--- src/rtl/fifo_sync_core.sv ---
// fifo_sync_core: single-clock FIFO with occupancy count and overflow/underflow pulses
//   clk, rst_a (async, active-low)
//   data_in/wr_en    : write side, word stored when the write is accepted
//   rd_en/data_out   : read side, data_out registered one cycle after an accepted read
//   full/empty/count : registered status, consistent with each other every cycle
//   overflow/underflow : one-cycle pulse after a rejected write/read
module fifo_sync_core #(
  parameter int DATA_W = 4,
  parameter int DEPTH  = 8
) (
  input  logic                         clk,
  input  logic                         rst_a,
  input  logic [DATA_W-1:0]            data_in,
  input  logic                         wr_en,
  input  logic                         rd_en,
  output logic [DATA_W-1:0]            data_out,
  output logic                         full,
  output logic                         empty,
  output logic [$clog2(DEPTH):0]       count,
  output logic                         overflow,
  output logic                         underflow
);
  localparam int ADDR_W = $clog2(DEPTH);
  localparam logic [ADDR_W:0] FULL_CNT = (ADDR_W+1)'(DEPTH);
  logic [DATA_W-1:0] mem [DEPTH];
  logic [ADDR_W-1:0] wr_ptr_q, wr_ptr_d, rd_ptr_q, rd_ptr_d;
  logic [ADDR_W:0]   count_q, count_d;
  logic [DATA_W-1:0] data_out_q, data_out_d;
  logic              full_q, full_d, empty_q, empty_d;
  logic              overflow_q, overflow_d, underflow_q, underflow_d;
  logic              wr_acc, rd_acc;
  always_comb begin
    rd_acc      = rd_en & ~empty_q;
    // a read in the same cycle frees the slot, so a full FIFO still takes the write
    wr_acc      = wr_en & (~full_q | rd_acc);
    wr_ptr_d    = wr_acc ? wr_ptr_q + 1'b1 : wr_ptr_q;
    rd_ptr_d    = rd_acc ? rd_ptr_q + 1'b1 : rd_ptr_q;
    count_d     = (wr_acc & ~rd_acc) ? count_q + 1'b1 :
                  (rd_acc & ~wr_acc) ? count_q - 1'b1 : count_q;
    data_out_d  = rd_acc ? mem[rd_ptr_q] : data_out_q;
    full_d      = count_d == FULL_CNT;
    empty_d     = count_d == '0;
    overflow_d  = wr_en & ~wr_acc;
    underflow_d = rd_en & ~rd_acc;
  end
  always_ff @(posedge clk or negedge rst_a) begin
    if (!rst_a) begin
      wr_ptr_q    <= '0;
      rd_ptr_q    <= '0;
      count_q     <= '0;
      data_out_q  <= '0;
      full_q      <= 1'b0;
      empty_q     <= 1'b1;
      overflow_q  <= 1'b0;
      underflow_q <= 1'b0;
    end else begin
      wr_ptr_q    <= wr_ptr_d;
      rd_ptr_q    <= rd_ptr_d;
      count_q     <= count_d;
      data_out_q  <= data_out_d;
      full_q      <= full_d;
      empty_q     <= empty_d;
      overflow_q  <= overflow_d;
      underflow_q <= underflow_d;
    end
  end
  // storage is not reset; pointers returning to zero make stale words unreachable
  always_ff @(posedge clk)
    if (wr_acc) mem[wr_ptr_q] <= data_in;
  assign data_out  = data_out_q;
  assign full      = full_q;
  assign empty     = empty_q;
  assign count     = count_q;
  assign overflow  = overflow_q;
  assign underflow = underflow_q;
endmodule

--- config.mk ---
export PLATFORM = sky130hd
export DESIGN_NAME = fifo_sync_core
export DESIGN_NICKNAME = d
export VERILOG_FILES = /design/src/rtl/fifo_sync_core.sv
export SDC_FILE = /design/constraint.sdc
export NUM_CORES = 1
export LEC_CHECK = 0
export BUFFER_PORTS_ARGS = -buffer_cell sky130_fd_sc_hd__buf_2
export CAP_MARGIN = 20
export CORE_MARGIN = 5
export CORE_UTILIZATION = 45
export CTS_CLUSTER_SIZE = 24
export DETAILED_ROUTE_END_ITERATION = 6
export GPL_TIMING_DRIVEN = 0
export PLACE_DENSITY = 0.75
export SLEW_MARGIN = 40
export SYNTH_ARGS = -nofsm -noshare
export SYNTH_HDL_FRONTEND = slang
export SYNTH_SLANG_ARGS = --single-unit
--- constraint.sdc ---
create_clock -name clk -period 2.5 [get_ports clk]
set_input_delay 0.5 -clock clk [delete_from_list [all_inputs] [get_ports clk]]
set_output_delay 0.5 -clock clk [all_outputs]
set_load 0.02 [all_outputs]
==> run metrics <==
Cells after Synth about 130; Yosys reg bits 50; Clk pwr share 0.193; final critical-path required period slightly above 2000 ps; fin crit share 0.822; gpl congestion about 0.75; Worst EP arrival 1990 ps; RSZ-0062 raised after global routing no; Area growth syn-to-layout 12.6%; delay-heaviest family, CP simple AND/OR/NAND/NOR gates; Sw Ratio 0.347; TritonRoute pass-1 iters 4; total core area ~4400 um2; Maximum Capacitance Violations 0; Int Power 1.85 mW; Leakage 0.915 nW; IO Port Bufs 18; sw power between 0.9 and 1 mW; Final Net Count roughly 170; remaining antenna violation count 0; initial antenna violation count 0; Worst Tran Pin Value ~730 ps; register area share after synthesis 0.675; biggest cell delay along the critical path roughly 590 ps; Worst Reg-to-Reg Cells 5; Post-Syn Area per Cell 16.2 um2; CP Launch Type flip-flop; Final Hold Viols 0; combinational power share 0.365; syn nets approximately 140; Post-Syn Area 2090 um2; pwr/cell area between 1000 and 1500 nW/um2; worst clock skew approximately 7.5 ps; overflow left after global routing 0; largest net degree at the start of global routing 19; CTS clock-pin slew for the worst setup and hold paths 90 ps; crit path capture type flip-flop; endpoints failing setup 0; total number of vias 1112; Slew HR 0.508; Die X about 78 um; FMAX about 490 MHz; CTS tree built; H-tree depth 2; DRT iter0 DRCs 63; initial core utilization 0.471; first-pass GRT wire length 6120 um; Avg Vias per Cell around 5.4; DRC Markers 0; GR Util All Layers 0.131; Max Slew Vio Count 0; Inserted Clock Buffers 5; clk root buf clkbuf_8; n_diodes 0; vias in the first global route around 1300; cell mode on critical path nand2b_1; Seq pwr share 0.442; unique cell type count in the Yosys netlist 33; I/O pins 20; final core occ 0.530; Req. time, crit path around 2400 ps; Bufs and invs on worst path 1; critical path cell sequence nand2b_1 > buf_6 > a21boi_2 > nand2b_1 > nor3_1; hold_buf cts 0; post-CTS sizing 0; Setup TNS Final 0 ps; synth warn 0; Site Rows 24; Worst-Skew Late Latency 300 ps; worst vdd ir ~0.38 mV; Worst R2R Setup Slack 450 ps; clk buf depth 2; Critical-path top delay cell nor3_1; Hold Crit Class primary input to async pin; die area 6120 um2; critical path class flip-flop to flip-flop; die height between 70 and 80 um; post-CTS setup buffer count 0; HPWL after detailed placement 2680 um; drt total wl 3500 um; R2R Path Start empty$_DFF_PN1_; worst-path fanout max 9; # clock sinks 50; DR WL/cell 16.9 um; Worst R2R End mem[0][2]$_DFFE_PP_; share of layout cells above drive strength 1 0.310; status finished clean
[synth_stat cells, drive strengths merged]
library cell	number	share of area
edfxtp	32	0.46
dfrtp	17	0.20
nand2	12	0.022
mux4	8	0.086
nor2	7	0.013
mux2i	5	0.024
nand2b	5	0.015
xnor2	5	0.025
buf	4	0.012
ha	4	0.024
o21ai	4	0.0096
a21oi	3	0.0090
inv	3	0.0054
nor4	3	0.018
clkbuf	2	0.0036
nor3	2	0.0048
xor2	2	0.012
a21boi	1	0.0054
a41o	1	0.0048
and2	1	0.0030
and2b	1	0.0048
and3	1	0.0030
dfstp	1	0.013
mux2	1	0.0054
nor3b	1	0.0036
nor4b	1	0.0072
o22ai	1	0.0030
o31ai	1	0.0036
[power by group through the flow]
stage                     Clock [mW]  Combinational, mW  Sequential, mW
after floorplan                    0              0.674            1.36
after global placement             0              0.995            1.25
after detailed placement           0               1.05            1.27
after CTS                      0.556               1.06            1.26
after global routing           0.597               1.14            1.29
final                          0.549               1.04            1.25
[metal layers]
metal  part of all wire  vias to the layer above  routed length (um)  track usage
li1                   -                      523                   -            -
met1               0.41                      558                1420        0.151
met2               0.53                       22                1850        0.223
met3              0.043                        9                 151       0.0423
met4              0.021                        0                  75       0.0577
met5                  0                        -                   0            0
[worst register-to-register path: stages, from the launching register on]
cell and delay, ps:
dfstp_2 380, nand2b_1 150, buf_6 140, a21boi_2 270
nand2b_1 160, nor3_1 590
[layout make-up]
class                   instances  area, um2
fillers                       369       2090
plain buffers                   6       32.5
inverters                       3       11.3
clock inverters                 3       40.0
repair buffers                 18       90.1
multi-input cells              70        637
well taps                      52       65.1
clock buffers                   5       68.8
flip-flops and latches         50       1410
[flip-flops by register name, summed over array words and instances (netlist names)]
signal and count:
empty 1, full 1, count 4, overflow 1
wr_ptr_q 3, data_out 4, rd_ptr_q 3, underflow 1
mem 32
[worst max path at each step]
| stage | from | endpoint | slack, ps | cells after the start |
|---|---|---|---|---|
| after CTS | empty$_DFF_PN1_ | mem[0][2]$_DFFE_PP_ | 400 | 5 |
| final | empty$_DFF_PN1_ | mem[0][2]$_DFFE_PP_ | 450 | 5 |
| after global routing | empty$_DFF_PN1_ | mem[0][2]$_DFFE_PP_ | 270 | 5 |
| after floorplan | wr_en | mem[0][0]$_DFFE_PP_ | 760 | 4 |
| after global placement | rd_en | mem[0][3]$_DFFE_PP_ | 380 | 6 |
| after detailed placement | rd_en | mem[0][0]$_DFFE_PP_ | 250 | 6 |
[metrics by stage]
step	cells	instance area, um2	worst slack [ps]	total power, mW	hold WS (ps)
after floorplan	129	2090	757	2.03	204
after global placement	199	2250	384	2.25	442
after detailed placement	199	2250	251	2.33	459
after CTS	207	2360	402	2.87	130
after global routing	207	2360	270	3.02	135
final	207	2360	446	2.84	121
[cell families (layout without fill, tap and decap cells)]
| kind of cell | after synthesis | in the layout | synth area share |
|---|---|---|---|
| compound gates | 11 | 11 | 0.0353 |
| xor+xnor | 7 | 7 | 0.0365 |
| fa+ha+maj | 4 | 4 | 0.0239 |
| buf+inv | 9 | 35 | 0.0209 |
| flops | 50 | 50 | 0.675 |
| mux | 14 | 14 | 0.115 |
| simple gates | 34 | 34 | 0.0933 |
[placed cells by master (no fill, tap or decap), types with 4 or more instances in the layout]
cell type,Yosys,final
nand2_1,12,12
mux4_2,8,8
nand2b_1,5,5
nor2_1,7,7
clkbuf_8,0,5
ha_1,4,4
buf_2,2,20
xnor2_1,4,4
dfrtp_1,17,17
edfxtp_1,32,32
o21ai_0,4,4
mux2i_1,5,5
Note: power is estimated with default switching activity, not from simulation.
